## src/rtl/ibis_tmds_pkg.sv

```systemverilog
// Shared TMDS pump-sequencer constants: control tokens, state encoding
// and the serializer phase count.
package ibis_tmds_pkg;

    localparam logic [9:0] CTRL_TOKEN   = 10'b1101010100;
    localparam logic [9:0] CTRL_TOKEN_1 = 10'b0010101011;
    localparam logic [9:0] CTRL_TOKEN_2 = 10'b0101010100;
    localparam logic [9:0] CTRL_TOKEN_3 = 10'b1010101011;

    localparam int PUMP_PHASES = 5;

    typedef enum logic [1:0] {
        IDLE  = 2'd0,
        TRAIN = 2'd1,
        RUN   = 2'd2,
        DRAIN = 2'd3
    } tmds_seq_state_t;

endpackage

```

## src/rtl/ibis_tmds_word_fifo.sv

```systemverilog
// Synchronous word FIFO with valid/ready push and pop strobe.
// Pointers carry one extra MSB to separate full from empty.
module ibis_tmds_word_fifo
    import ibis_tmds_pkg::*;
#(
    parameter int WIDTH = 30,
    parameter int DEPTH = 4
) (
    input  logic             clk,
    input  logic             rst,
    input  logic             i_push_valid,
    output logic             o_push_ready,
    input  logic [WIDTH-1:0] i_push_data,
    input  logic             i_pop,
    output logic [WIDTH-1:0] o_pop_data,
    output logic             o_empty,
    output logic             o_full
);

    localparam int AW = $clog2(DEPTH);

    logic [AW:0]      r_wr_ptr;
    logic [AW:0]      r_rd_ptr;
    logic [WIDTH-1:0] r_mem [DEPTH];
    logic             w_push;
    logic             w_pop;

    assign o_empty      = (r_wr_ptr == r_rd_ptr);
    assign o_full       = (r_wr_ptr[AW] != r_rd_ptr[AW]) &&
                          (r_wr_ptr[AW-1:0] == r_rd_ptr[AW-1:0]);
    assign o_push_ready = !o_full;
    assign w_push       = i_push_valid && o_push_ready;
    assign w_pop        = i_pop && !o_empty;
    assign o_pop_data   = r_mem[r_rd_ptr[AW-1:0]];

    always_ff @(posedge clk) begin
        if (w_push) begin
            r_mem[r_wr_ptr[AW-1:0]] <= i_push_data;
        end
    end

    always_ff @(posedge clk or posedge rst) begin
        if (rst) begin
            r_wr_ptr <= '0;
            r_rd_ptr <= '0;
        end else begin
            if (w_push) r_wr_ptr <= r_wr_ptr + 1'b1;
            if (w_pop)  r_rd_ptr <= r_rd_ptr + 1'b1;
        end
    end

endmodule

```

## src/rtl/ibis_tmds_pump_sequencer.sv

```systemverilog
// Shared enable, 5-phase load cadence and word feed for lockstep TMDS pumps.
// Define IBIS_TMDS_SEQ_STATS_EN to add the saturating o_underrun_count port.
module ibis_tmds_pump_sequencer
    import ibis_tmds_pkg::*;
#(
    parameter int CHANNELS    = 3,
    parameter int TRAIN_WORDS = 1024,
    parameter int FIFO_DEPTH  = 4
) (
    input  logic                   aclk,
    input  logic                   areset,
    input  logic                   i_start,
    input  logic                   i_stop,
    input  logic [CHANNELS*10-1:0] s_data,
    input  logic                   s_valid,
    output logic                   s_ready,
    output logic                   o_pump_enable,
    output logic [CHANNELS*10-1:0] o_pump_words,
    output logic                   o_load,
    output logic [1:0]             o_state,
    output logic                   o_underrun,
    input  logic                   i_clear_underrun
`ifdef IBIS_TMDS_SEQ_STATS_EN
   ,output logic [15:0]            o_underrun_count
`endif
);

    localparam int         W          = CHANNELS * 10;
    localparam logic [W-1:0] CTRL_WORD = {CHANNELS{CTRL_TOKEN}};
    localparam logic [15:0] TRAIN_LAST = 16'(TRAIN_WORDS - 1);
    localparam logic [2:0]  PH_LAST    = 3'(PUMP_PHASES - 1);

    tmds_seq_state_t r_state, w_state_nx;
    logic            r_enable, w_enable_nx;
    logic [2:0]      r_phase;
    logic [W-1:0]    r_words, w_words_nx;
    logic [15:0]     r_train_cnt, w_train_nx;
    logic            r_underrun;
    logic            w_underrun_set;
    logic            w_ph4;
    logic            w_accept;
    logic            w_fifo_ready;
    logic            w_fifo_empty;
    logic            w_fifo_full;
    logic            w_pop;
    logic [W-1:0]    w_fifo_data;

    assign w_ph4    = r_enable && (r_phase == PH_LAST);
    assign w_accept = (r_state == TRAIN) || (r_state == RUN);
    assign s_ready  = w_accept && w_fifo_ready;

    assign o_pump_enable = r_enable;
    assign o_pump_words  = r_words;
    assign o_load        = r_enable && (r_phase == 3'd0);
    assign o_state       = r_state;
    assign o_underrun    = r_underrun;

    ibis_tmds_word_fifo #(
        .WIDTH (W),
        .DEPTH (FIFO_DEPTH)
    ) u_fifo (
        .clk          (aclk),
        .rst          (areset),
        .i_push_valid (s_valid && w_accept),
        .o_push_ready (w_fifo_ready),
        .i_push_data  (s_data),
        .i_pop        (w_pop),
        .o_pop_data   (w_fifo_data),
        .o_empty      (w_fifo_empty),
        .o_full       (w_fifo_full)
    );

    always_comb begin
        w_state_nx     = r_state;
        w_enable_nx    = r_enable;
        w_words_nx     = r_words;
        w_train_nx     = r_train_cnt;
        w_pop          = 1'b0;
        w_underrun_set = 1'b0;
        unique case (r_state)
            IDLE: begin
                if (i_start && !i_stop) begin
                    w_state_nx  = TRAIN;
                    w_enable_nx = 1'b1;
                    w_words_nx  = CTRL_WORD;
                    w_train_nx  = '0;
                end
            end
            TRAIN: begin
                if (w_ph4) begin
                    if (r_train_cnt == TRAIN_LAST) begin
                        // first data word goes out on the edge that leaves TRAIN
                        w_state_nx = RUN;
                        if (!w_fifo_empty) begin
                            w_pop      = 1'b1;
                            w_words_nx = w_fifo_data;
                        end else begin
                            w_words_nx = CTRL_WORD;
                        end
                    end else begin
                        w_train_nx = r_train_cnt + 16'd1;
                        w_words_nx = CTRL_WORD;
                    end
                end
                if (i_stop) w_state_nx = DRAIN;
            end
            RUN: begin
                if (w_ph4) begin
                    if (!w_fifo_empty) begin
                        w_pop      = 1'b1;
                        w_words_nx = w_fifo_data;
                    end else begin
                        w_words_nx     = CTRL_WORD;
                        w_underrun_set = 1'b1;
                    end
                end
                if (i_stop) w_state_nx = DRAIN;
            end
            DRAIN: begin
                if (w_ph4) begin
                    if (!w_fifo_empty) begin
                        w_pop      = 1'b1;
                        w_words_nx = w_fifo_data;
                    end else begin
                        w_words_nx  = CTRL_WORD;
                        w_state_nx  = IDLE;
                        w_enable_nx = 1'b0;
                    end
                end
            end
            default: w_state_nx = IDLE;
        endcase
    end

    always_ff @(posedge aclk or posedge areset) begin
        if (areset) begin
            r_state     <= IDLE;
            r_enable    <= 1'b0;
            r_phase     <= '0;
            r_words     <= CTRL_WORD;
            r_train_cnt <= '0;
            r_underrun  <= 1'b0;
        end else begin
            r_state     <= w_state_nx;
            r_enable    <= w_enable_nx;
            r_words     <= w_words_nx;
            r_train_cnt <= w_train_nx;
            if (!r_enable || r_phase == PH_LAST) r_phase <= '0;
            else                                 r_phase <= r_phase + 3'd1;
            if (w_underrun_set)        r_underrun <= 1'b1;
            else if (i_clear_underrun) r_underrun <= 1'b0;
        end
    end

`ifdef IBIS_TMDS_SEQ_STATS_EN
    logic [15:0] r_ucount;

    assign o_underrun_count = r_ucount;

    always_ff @(posedge aclk or posedge areset) begin
        if (areset) begin
            r_ucount <= '0;
        end else if (w_underrun_set) begin
            if (i_clear_underrun)       r_ucount <= 16'd1;
            else if (r_ucount != '1)    r_ucount <= r_ucount + 16'd1;
        end else if (i_clear_underrun) begin
            r_ucount <= '0;
        end
    end
`endif

endmodule
```

## config.mk

```make
export PLATFORM = sky130hd
export DESIGN_NAME = ibis_tmds_pump_sequencer
export DESIGN_NICKNAME = d
export VERILOG_FILES = /design/src/rtl/ibis_tmds_pkg.sv /design/src/rtl/ibis_tmds_word_fifo.sv /design/src/rtl/ibis_tmds_pump_sequencer.sv
export SDC_FILE = /design/constraint.sdc
export NUM_CORES = 1
export LEC_CHECK = 0
export ABC_CLOCK_PERIOD_IN_PS = 5300
export CAP_MARGIN = 20
export CORE_ASPECT_RATIO = 1.2
export CORE_UTILIZATION = 60
export DETAILED_ROUTE_END_ITERATION = 12
export PLACE_DENSITY = 0.83
export SYNTH_ARGS = -nofsm -noshare
export SYNTH_HDL_FRONTEND = slang
export SYNTH_SLANG_ARGS = --single-unit
```

## constraint.sdc

```tcl
create_clock -name aclk -period 5.3 [get_ports aclk]
set_input_delay 1.06 -clock aclk [delete_from_list [all_inputs] [get_ports aclk]]
set_output_delay 1.06 -clock aclk [all_outputs]
set_load 0.01 [all_outputs]
```

== Yosys cells after proc, flatten, opt, wreduce, memory -nomap -nowiden ==
Memories as Yosys holds them, arrays and structs flattened.
Cells that the tools add are included.
Storage, ports and cells
  memories kept: 1
  logic and storage cells: 89
  output and inout bits: 36
  bits in registers: 59
  input port bits: 36
  RAM bits: 120
Operators by class
  add/sub/neg operators: 4
  mux-type cells: 35
  reductions and logical operators: 24
  equality and inequality tests: 17
Memory list
  u_fifo.r_mem: words 4, bits a word 30, rd ports 1, clocked after Yosys merged registers in 0, wr ports 1, line ibis_tmds_word_fifo.sv:24  | logic [WIDTH-1:0] r_mem [DEPTH];
Operators by type and width (number)
  30-bit two-way mux: 5
  30-bit case mux with 3 select lines: 1
  16-bit two-way mux: 3
  16-bit case mux with 2 select lines: 1
  16-bit by 1-bit adder with 16-bit output (second input constant): 1
  16-bit by 10-bit == test with 1-bit output (second input constant): 1
  1-bit two-way mux: 14
  2-bit two-way mux: 7
  2-bit != test (second input constant): 5
  3-bit by 1-bit adder with 3-bit output (second input constant): 3
  1-bit logical AND: 8
  2-bit case mux with 4 select lines: 1
  4-bit AND reduction: 2
  6-bit AND reduction: 1
  2-bit nonzero test: 3
  2-bit == test (second input constant): 2
  1-bit zero test: 4
  2-bit by 1-bit != test with 1-bit output (second input constant): 2
  1-bit case mux with 2 select lines: 2
  3-bit == test: 1
  3-bit == test (second input constant): 1
  3-bit zero test: 1
  3-bit two-way mux: 1
  3-bit by 2-bit != test with 1-bit output (second input constant): 1
  other kinds (8): 9

== Logic depth before layout (Yosys ltp) ==
Gate-level depths: netlist (run 1).
  word-level depth: 6
  gate-level depth with buffers: 9
  depth with buffers taken out: 6

== Modules after synthesis ==
Synthesis (run 1) repeated with hierarchy kept, for this count alone.
Unflattened totals
  cell total of the unflattened synthesis: 510
  area total of the unflattened synthesis: 7544.7 µm²
Modules (own cells, without submodules)
  ibis_tmds_word_fifo: area an instance 4827.1 µm², seq. area each 3753.6 µm², cells each 208, times used 1
  ibis_tmds_pump_sequencer: area an instance 2717.6 µm², seq. area each 1345.0 µm², cells each 302, times used 1

== Worst setup path after synthesis (run 1) ==
OpenSTA, ideal clock, no wires.
  kind: input to register
  from: input i_stop
  to: register r_train_cnt[7]
  library setup time: 0.078 ns
  stages on the path: 5
  slack: 2.951 ns
  path buffers: 1
  required time: 5.222 ns
  arrival: 2.271 ns
  cells stage by stage: nand2b_1 -> a211o_1 -> clkbuf_1 -> or4_1 -> a21oi_1
Between the ends
  longest elaborated chain between the ends: 4
RTL lines
  from (decl): line ibis_tmds_pump_sequencer.sv:13  | input logic i_stop,
  1-bit zero test: line ibis_tmds_pump_sequencer.sv:82  | if (i_start && !i_stop) begin
  1-bit logical AND: line ibis_tmds_pump_sequencer.sv:82
  2-bit != test (no source line)
  4-bit AND reduction (no source line)
  to (signal assigned): line ibis_tmds_pump_sequencer.sv:147  | r_train_cnt <= w_train_nx;
  to (decl): line ibis_tmds_pump_sequencer.sv:37  | logic [15:0] r_train_cnt, w_train_nx;
No other way between the ends.
A chain may end at the register's enable or synchronous reset.

== Worst setup path after layout (run 1) ==
  from: register r_state[0] (netlist: o_state[0])
  to: output s_ready
Between the ends
  longest elaborated chain between the ends: 3
  elaborated cells on any way between the ends: 4
  those cells by class: eq/ne (2); reduce/logical (2)
RTL lines
  from (decl): line ibis_tmds_pump_sequencer.sv:33  | tmds_seq_state_t r_state, w_state_nx;
  from (signal assigned): line ibis_tmds_pump_sequencer.sv:144  | r_state <= w_state_nx;
  2-bit by 1-bit == test with 1-bit output or 2-bit == test (tied branches): line ibis_tmds_pump_sequencer.sv:49  | assign w_accept = (r_state == TRAIN) || (r_state == RUN);
  1-bit logical OR (*): line ibis_tmds_pump_sequencer.sv:49
  1-bit logical AND (*): line ibis_tmds_pump_sequencer.sv:50  | assign s_ready = w_accept && w_fifo_ready;
  to (decl): line ibis_tmds_pump_sequencer.sv:16  | output logic s_ready,
Every way passes the cells marked *; elsewhere a longest branch is shown, timed or not.

==> results of run 1 <==
[power groups by stage]
stage               Sequential (W)  Clock (W)  Combinational, W
floorplan                  0.00205          0           0.00113
finish                     0.00205    0.00126           0.00169
global placement           0.00203          0           0.00158
detailed placement         0.00206          0           0.00166
global route               0.00207    0.00133           0.00185
CTS                        0.00204    0.00128           0.00170
[per-stage QoR]
step	utilization, %	setup WS [ns]
4_1_cts	73.99	2.121
3_5_place_dp	68.94	1.961
5_1_grt	74.06	2.010
3_3_place_gp	68.65	2.033
6_report	74.06	2.127
2_1_floorplan	-	2.808
[flip-flops by register name, summed over array words and instances (netlist names)]
| register | flops |
|---|---|
| u_fifo.r_mem | 120 |
| o_pump_words | 30 |
| r_train_cnt | 16 |
| r_phase | 3 |
| u_fifo.r_rd_ptr | 3 |
| u_fifo.r_wr_ptr | 3 |
| o_state | 2 |
| o_pump_enable | 1 |
| o_underrun | 1 |
[cells in the mapped netlist (2+ instances only)]
master     count  area (um2)
nor4_1         3       18.77
inv_1         30       112.6
edfxtp_1     120        3603
mux2i_1        3       30.03
o21a_1         2       15.01
a211o_1        2       17.52
nand2b_1       2       12.51
or4_1         11       82.58
o31ai_1       11       82.58
ha_1          13       162.7
nor2_1        19       71.32
or3_1          4       25.02
nor2b_1        3       18.77
mux2_2         3       33.78
dfstp_2       15       394.1
nand3_1        8       40.04
xnor2_1        7       61.31
o21ai_0       31       155.2
a21o_1         3       22.52
clkbuf_1      17       63.81
dfrtp_1       44        1101
and3_1         8       50.05
o211ai_1       2       15.01
a21oi_1       14       70.07
a31oi_1       16       100.1
o2111ai_1      4       35.03
buf_2          4       20.02
mux4_2        30       675.7
nor3b_1        2       15.01
nand2_1       27       101.4
[layout by cell type (no fill, tap or decap), types with 2 or more instances in the layout]
master	instances
mux4_2	30
nand2_1	27
o21ai_0	31
nor2b_1	3
and3_1	8
a31oi_1	16
dfstp_2	15
edfxtp_1	120
buf_4	10
a21o_1	3
clkdlybuf4s50_1	71
xnor2_1	7
nor3b_1	2
nor4_1	3
mux2i_1	3
inv_1	29
o31ai_1	11
ha_1	13
o2111ai_1	4
mux2_2	3
a211o_1	2
a21oi_1	14
clkbuf_16	19
clkbuf_8	3
dfrtp_1	43
inv_6	3
or3_1	4
o211ai_1	2
o21a_1	2
clkbuf_1	2
nand3_1	8
nand2b_1	2
clkinv_4	2
nor2_1	19
or4_1	11
[routing by layer]
layer,part of all wire [%],vias to the layer above
met5,0,-
met4,2.9,0
met3,5.4,38
met2,53,140
met1,39,2305
li1,-,2001
[worst max-delay path, stage by stage, from the launching register on]
cell             delay [ns]
dfrtp_1                0.47
inv_1                  0.13
ha_1                   0.36
o21a_1                 0.19
clkdlybuf4s50_1        0.55
[kinds of logic after synthesis]
group	share of synthesized area [%]
fa+ha+maj	2.195
xor+xnor	0.8274
compound gates	8.359
mux	9.980
simple gates	6.805
buf+inv	3.023
flops	68.81
[final cells by class]
cell class	count	area, um2
Sequential cell	179	5100
Clock inverter	8	85.08
Clock buffer	24	524.3
Fill cell	709	3128
Tap cell	161	201.4
Inverter	30	112.6
Timing Repair Buffer	82	813.3
Multi-Input combinational cell	246	2092
[path summary, 6_finish.rpt]
check                                        startpoint                        endpoint  slack [ns]  cells past startpoint
max                              o_state[0]$_DFFE_PP0P_                         s_ready        2.13                      4
max in group asynchronous                        areset  u_fifo.r_rd_ptr[0]$_DFFE_PP0P_        3.58                      3
min reg2reg                o_pump_words[20]$_DFFE_PP0P_    o_pump_words[20]$_DFFE_PP0P_        0.49                      2
max reg2reg                      o_state[0]$_DFFE_PP0P_    o_pump_words[29]$_DFFE_PP1P_        2.31                      6
min                        o_pump_words[20]$_DFFE_PP0P_    o_pump_words[20]$_DFFE_PP0P_        0.49                      2
min in group asynchronous                        areset            r_phase[2]$_DFF_PP0_        1.19                      3
==> results.sh, run 1 <==
export IMPL_cap_viol_max_count=0
export IMPL_swShare_pct=32.79
export IMPL_cts_htree_levels=4
export IMPL_design_area_um2=8929
export IMPL_total_power_w=0.004995
export IMPL_cp_arrival_ns=2.11
export IMPL_die_w_um=103.4
export IMPL_hp_class="flop to flop"
export IMPL_die_area_um2=12800
export IMPL_syn_avg_cell_area_um2=15.44
export IMPL_async_flop_share_pct=32.96
export IMPL_dp_hpwl_mm=9.326
export IMPL_holdBufCountCts=0
export IMPL_synth_seq_cells=179
export IMPL_ir_drop_v=0.0002795
export IMPL_hold_viol_final=0
export IMPL_p_leak_nw=3.250
export IMPL_rows=44
export IMPL_timing_fmax_mhz=315.2
export IMPL_grt_use_met3_pct=6.734
export IMPL_grt_max_degree=60
export IMPL_vias=4484
export IMPL_postRouteAntennaNets=0
export IMPL_place_area_um2=8312
export IMPL_routedWlPerCell_um=21.18
export IMPL_p_switching_w=0.001638
export IMPL_drt_iter0_drc=254
export IMPL_syn_to_final_growth_pct=20.50
export IMPL_intPower_w=0.003357
export IMPL_core_area_um2=12060
export IMPL_num_antenna_cells=0
export IMPL_avgViaCountPerCell=6.142
export IMPL_nets=605
export IMPL_die_h_um=123.7
export IMPL_period_share_pct=59.86
export IMPL_cts_num_sinks=179
export IMPL_grt_pass1_vias=4613
export IMPL_required_ns=4.24
export IMPL_crit_path_start_kind="flop"
export IMPL_rsz0062_at_grt="false"
export IMPL_cts_buffer_depth=2
export IMPL_yosysWarnings=0
export IMPL_fin_hold_ws_ns=0.4872
export IMPL_share_comb_of_total_power_pct=33.8
export IMPL_setup_viol=0
export IMPL_antenna_found_initial=0
export IMPL_routed_wl_mm=15.46
export IMPL_port_buffers=71
export IMPL_clock_latency_ns=0.43
export IMPL_cts_resized=0
export IMPL_path_clk_slew_ns=0.07
export IMPL_sequentialPowerShare_pct=41.0
export IMPL_drc=0
export IMPL_synthCells=480
export IMPL_yosysSeqAreaShare_pct=68.81
export IMPL_end_kind="output port"
export IMPL_firstDrtPassIters=5
export IMPL_use_met2_pct=44.66
export IMPL_final_layout_size_suffix_gt1_share_pct=17.05
export IMPL_syn_nets=529
export IMPL_skew_ns=0.01019
export IMPL_synth_edf_count=120
export IMPL_overflow=0
export IMPL_cts_tree="built"
export IMPL_grt_total_usage_pct=26.78
export IMPL_status="finished clean"
export IMPL_busiest_layer="met2"
export IMPL_initial_utilization_pct=61.46
export IMPL_worstMarginPinSlew_ns=1.150
export IMPL_tns_ns=0
export IMPL_critPathKind="flop to output port"
export IMPL_grt_use_met1_pct=32.42
export IMPL_max_slew_margin_pct=23.30
export IMPL_drv_slew=0
export IMPL_post_cts_setup_buffers=0
export IMPL_root_buffer="clkbuf_16"
export IMPL_p_per_area_nw_per_um2=559.4
export IMPL_routabilityCongestion=0.8133
export IMPL_cts_buffers_inserted=17
export IMPL_crit_fanout=7
export IMPL_ys_flop_type="edfxtp_1"
export IMPL_pwr_share_clk_pct=25.3
export IMPL_ys_types=52
export IMPL_grt_pass1_wl_mm=24.36
export IMPL_boundaryPins=72
export IMPL_fin_crit_ns=3.173
export IMPL_synth_area_um2=7410
export IMPL_dpl_cell_count=697
export IMPL_final_cells=730
Power figures use the tool's default switching activity.
==> inputs of run 2 (changes only) <==
--- a/config.mk
+++ b/config.mk
@@ -5,12 +5,12 @@
 export SDC_FILE = /design/constraint.sdc
 export NUM_CORES = 1
 export LEC_CHECK = 0
-export ABC_CLOCK_PERIOD_IN_PS = 5300
+export ABC_CLOCK_PERIOD_IN_PS = 2600
 export CAP_MARGIN = 20
 export CORE_ASPECT_RATIO = 1.2
-export CORE_UTILIZATION = 60
+export CORE_UTILIZATION = 51
 export DETAILED_ROUTE_END_ITERATION = 12
-export PLACE_DENSITY = 0.83
+export PLACE_DENSITY = 0.75
 export SYNTH_ARGS = -nofsm -noshare
 export SYNTH_HDL_FRONTEND = slang
 export SYNTH_SLANG_ARGS = --single-unit
==> constraint.sdc (replaced) <==
create_clock -name aclk -period 2.6 [get_ports aclk]
set_input_delay 0.52 -clock aclk [delete_from_list [all_inputs] [get_ports aclk]]
set_output_delay 0.52 -clock aclk [all_outputs]
set_load 0.01 [all_outputs]
==> results.sh, run 2 (synthesized netlist as in run 1, its figures left out) <==
export IMPL_timing_fmax_mhz=406.4
export IMPL_wl_met3_um=721
export IMPL_n_fill_cell=1004
export IMPL_seq_area_um2=5101
export IMPL_final_cell_mix="120 x edfxtp_1, 71 x clkdlybuf4s50_1, 42 x dfrtp_1"
export IMPL_p_switching_w=0.003362
export IMPL_clock_latency_ns=0.42
export IMPL_share_comb_of_total_power_pct=35.8
export IMPL_wl_met1_mm=5.736
export IMPL_period_share_pct=94.63
export IMPL_critPathKind="flop to output port"
export IMPL_max_slew_margin_pct=55.52
export IMPL_end_kind="output port"
export IMPL_die_area_um2=15020
export IMPL_rows=47
export IMPL_setup_ws_ns=0.1396
export IMPL_dpl_cell_count=717
export IMPL_grt_max_degree=33
export IMPL_pwr_share_clk_pct=24.0
export IMPL_intPower_w=0.006890
export IMPL_hold_viol_final=0
export IMPL_grt_pass1_vias=4537
export IMPL_fin_hold_ws_ns=0.4064
export IMPL_dp_hpwl_mm=9.157
export IMPL_num_antenna_cells=0
export IMPL_routedWlPerCell_um=18.86
export IMPL_postRouteAntennaNets=0
export IMPL_drv_slew=0
export IMPL_boundaryPins=72
export IMPL_die_h_um=134.0
export IMPL_syn_to_final_growth_pct=22.44
export IMPL_drc=3
export IMPL_skew_ns=0.009336
export IMPL_rsz0062_at_grt="false"
export IMPL_cts_num_sinks=179
export IMPL_final_cells=752
export IMPL_crit_fanout=5
export IMPL_overflow=0
export IMPL_cap_viol_max_count=0
export IMPL_routabilityCongestion=0.7989
export IMPL_dp_slack_ns=0.1816
export IMPL_nets=617
export IMPL_crit_path_start_kind="flop"
export IMPL_violations="design-rule violations"
export IMPL_tns_ns=0
export IMPL_avgViaCountPerCell=5.794
export IMPL_cts_tree="built"
export IMPL_cts_buffer_depth=2
export IMPL_grt_total_usage_pct=20.44
export IMPL_ir_drop_v=0.0006630
export IMPL_root_buffer="clkbuf_16"
export IMPL_initial_utilization_pct=52.94
export IMPL_cp_arrival_ns=1.94
export IMPL_drt_iter0_drc=282
export IMPL_largest_register_ffs=120
export IMPL_cts_buffers_inserted=17
export IMPL_cts_htree_levels=4
export IMPL_path_clk_slew_ns=0.07
export IMPL_routed_wl_mm=14.18
export IMPL_die_w_um=112.0
export IMPL_dr_wl_met2_mm=7.508
export IMPL_grt_pass1_wl_mm=22.87
export IMPL_required_ns=2.08
export IMPL_mostFrequentLayoutCell="edfxtp_1"
export IMPL_vias=4357
export IMPL_multi_input_area_um2=2120
export IMPL_final_layout_size_suffix_gt1_share_pct=19.45
export IMPL_firstDrtPassIters=9
export IMPL_worstMarginPinSlew_ns=0.6611
export IMPL_swShare_pct=32.79
export IMPL_hp_class="primary input to asynchronous set/reset pin"
export IMPL_p_per_area_nw_per_um2=1130
export IMPL_sequentialPowerShare_pct=40.2
export IMPL_setup_viol=0
export IMPL_fin_crit_ns=2.460
export IMPL_core_area_um2=14000
export IMPL_p_leak_nw=3.299
export IMPL_top_layer="met4"
export IMPL_port_buffers=71
export IMPL_antenna_found_initial=0
export IMPL_status="complete, but fails checks"
## run 2: changes by cell type in the layout (fill, tap and decap cells not counted), sizes merged
| cell | previous run | this run |
|---|---|---|
| buf | 11 | 23 |
| clkbuf | 24 | 18 |
| clkinv | 3 | 5 |
| clkinvlp | 0 | 3 |
| inv | 34 | 35 |
## run 2: worst max-delay path: stages (launching register included)
cell,delay [ns]
dfrtp_1,0.46
xnor2_2,0.22
nand2_1,0.12
o21a_1,0.23
clkdlybuf4s50_1,0.48
## run 2: cell type report
class                           count  area share, %
Inverter                           30          1.241
Multi-Input combinational cell    246          23.36
Timing Repair Buffer               94          10.43
Clock buffer                       18          4.730
Tap cell                          171          2.358
Sequential cell                   179          56.23
Clock inverter                     14          1.655
## run 2: power groups by stage
stage	combinational (W)	clock, W	sequential [W]
after CTS	0.00364	0.00250	0.00412
final	0.00367	0.00246	0.00413
after global routing	0.00402	0.00261	0.00419
after global placement	0.00349	0	0.00414
after floorplan	0.00230	0	0.00417
after detailed placement	0.00357	0	0.00419
## run 2: stage by stage
step	cell area [um2]	power (W)	util, %
after floorplan	7410	0.006470	-
after global placement	8442	0.007625	60.32
after detailed placement	8442	0.007761	60.32
after CTS	9037	0.01026	64.57
after global routing	9072	0.01082	64.82
final	9072	0.01025	64.82
## run 2: what timing repair did
item	4_1_cts	5_1_grt
setup buffers	2	1
endpoints found under the setup margin	1	1
hold buffers	0	0
resized for setup	1	3
## run 2: path summary, 6_finish.rpt
check                                          endpoint  slack (ns)  cells past startpoint                            from
min in group aclk           o_pump_words[1]$_DFFE_PP0P_        0.50                      2     o_pump_words[1]$_DFFE_PP0P_
max in group asynchronous  o_pump_words[19]$_DFFE_PP1P_        1.62                      3                          areset
hold / removal                   o_underrun$_DFFE_PP0P_        0.41                      2                          areset
hold reg to reg             o_pump_words[1]$_DFFE_PP0P_        0.50                      2     o_pump_words[1]$_DFFE_PP0P_
setup / recovery                                s_ready        0.14                      4  u_fifo.r_wr_ptr[0]$_DFFE_PP0P_
setup reg to reg           o_pump_words[11]$_DFFE_PP0P_        0.29                      5     r_train_cnt[13]$_DFFE_PP0P_
## run 2: per-layer routing
layer / up-vias / global-route usage [%]
li1: 2029 / -
met1: 2206 / 24.28
met2: 108 / 35.75
met3: 14 / 5.423
met4: 0 / 7.778
met5: - / 0
==> inputs of run 3 (changes only) <==
--- a/config.mk
+++ b/config.mk
@@ -10,7 +10,7 @@
 export CORE_ASPECT_RATIO = 1.2
 export CORE_UTILIZATION = 51
 export DETAILED_ROUTE_END_ITERATION = 12
-export PLACE_DENSITY = 0.75
+export PLACE_DENSITY = 0.84
 export SYNTH_ARGS = -nofsm -noshare
 export SYNTH_HDL_FRONTEND = slang
 export SYNTH_SLANG_ARGS = --single-unit
==> results.sh, run 3 (synthesized netlist as in run 1, its figures left out) <==
export IMPL_final_layout_size_suffix_gt1_share_pct=18.69
export IMPL_vias=4445
export IMPL_cts_buffer_depth=2
export IMPL_drv_slew=0
export IMPL_setup_viol=0
export IMPL_firstDrtPassIters=11
export IMPL_dp_hpwl_mm=9.418
export IMPL_drc=3
export IMPL_root_buffer="clkbuf_16"
export IMPL_status="complete, but fails checks"
export IMPL_mostFrequentLayoutCell="edfxtp_1"
export IMPL_crit_fanout=5
export IMPL_postRouteAntennaNets=0
export IMPL_routed_wl_mm=14.22
export IMPL_core_area_um2=14000
export IMPL_cts_resized=3
export IMPL_grt_pass1_vias=4547
export IMPL_dp_slack_ns=0.07326
export IMPL_cts_buffers_inserted=17
export IMPL_violations="design-rule violations"
export IMPL_path_clk_slew_ns=0.06
export IMPL_required_ns=2.08
export IMPL_p_leak_nw=3.274
export IMPL_skew_ns=0.009760
export IMPL_cts_htree_levels=4
export IMPL_overflow=0
export IMPL_holdBufCountCts=0
export IMPL_avgViaCountPerCell=5.935
export IMPL_setup_ws_ns=0.2267
export IMPL_routedWlPerCell_um=18.99
export IMPL_post_cts_setup_buffers=0
export IMPL_boundaryPins=72
export IMPL_timing_reg2reg_setup_slack_ns=0.42
export IMPL_syn_to_final_growth_pct=21.28
export IMPL_timing_fmax_mhz=421.4
export IMPL_routabilityCongestion=0.7928
export IMPL_clock_latency_ns=0.42
export IMPL_die_h_um=134.0
export IMPL_rows=47
export IMPL_worstMarginPinSlew_ns=0.6508
export IMPL_cts_tree="built"
export IMPL_grt_max_degree=33
export IMPL_hold_viol_final=0
export IMPL_antenna_found_initial=0
export IMPL_critPathKind="flop to output port"
export IMPL_fin_crit_ns=2.373
export IMPL_grt_pass1_wl_mm=23.54
export IMPL_crit_path_start_kind="flop"
export IMPL_max_slew_margin_pct=56.61
export IMPL_nets=614
export IMPL_drt_iter0_drc=468
export IMPL_num_antenna_cells=0
export IMPL_largest_register_ffs=120
export IMPL_grt_total_usage_pct=20.74
export IMPL_tns_ns=0
export IMPL_p_per_area_nw_per_um2=1115
export IMPL_hp_class="primary input to asynchronous set/reset pin"
export IMPL_die_w_um=112.0
export IMPL_final_cell_mix="120 x edfxtp_1, 70 x clkdlybuf4s50_1, 41 x dfrtp_1"
export IMPL_rsz0062_at_grt="false"
export IMPL_die_area_um2=15020
export IMPL_end_kind="output port"
export IMPL_cap_viol_max_count=0
export IMPL_period_share_pct=91.28
export IMPL_cts_num_sinks=179
export IMPL_cp_arrival_ns=1.85
export IMPL_ir_drop_v=0.0005695
export IMPL_port_buffers=71
export IMPL_initial_utilization_pct=52.94
-- run 3: metrics by stage --
| stage | hold WS, ns | power, W | cells | cell area (um2) | util (%) |
|---|---|---|---|---|---|
| after detailed placement | 0.4745 | 0.007705 | 717 | 8424 | 60.19 |
| final | 0.4261 | 0.01002 | 749 | 8986 | 64.21 |
| after global routing | 0.4606 | 0.01059 | 749 | 8986 | 64.21 |
| after floorplan | 0.4493 | 0.006470 | 480 | 7410 | - |
| after global placement | 0.4639 | 0.007536 | 717 | 8424 | 60.19 |
| after CTS | 0.4259 | 0.01011 | 749 | 8986 | 64.21 |
-- run 3: final cells by class --
| class | count | area, um2 |
|---|---|---|
| fillers | 991 | 5010 |
| flip-flops and latches | 179 | 5102 |
| repair buffers | 91 | 909.6 |
| well taps | 171 | 214.0 |
| clock inverters | 11 | 90.09 |
| clock buffers | 21 | 470.5 |
| inverters | 30 | 112.6 |
| multi-input cells | 246 | 2087 |
-- run 3: worst max-delay path: stages, from the launching register on --
cell and delay [ns]:
dfrtp_1 0.46, xnor2_1 0.29, nand2_1 0.14, o21a_1 0.23, dlygate4sd2_1 0.30
-- run 3: path summary, 6_finish.rpt --
check	startpoint	endpoint	cells after the start
max	u_fifo.r_wr_ptr[0]$_DFFE_PP0P_	s_ready	4
min	areset	r_phase[0]$_DFF_PP0_	2
max reg2reg	r_train_cnt[12]$_DFFE_PP0P_	o_state[0]$_DFFE_PP0P_	4
min reg2reg	o_pump_words[1]$_DFFE_PP0P_	o_pump_words[1]$_DFFE_PP0P_	2
max in group asynchronous	areset	o_pump_words[12]$_DFFE_PP1P_	3
min in group aclk	o_pump_words[1]$_DFFE_PP0P_	o_pump_words[1]$_DFFE_PP0P_	2
-- run 3: power breakdown --
| part | internal (W) | switching (W) |
|---|---|---|
| logic | 0.00160 | 0.00188 |
| clock network | 0.00132 | 0.00108 |
| registers | 0.00381 | 0.000335 |
-- run 3: routing by layer --
layer	track usage [%]	routed length (um)
met1	24.78	5791
met2	36.75	7624
met3	4.790	578
met4	7.630	226
met5	0	0
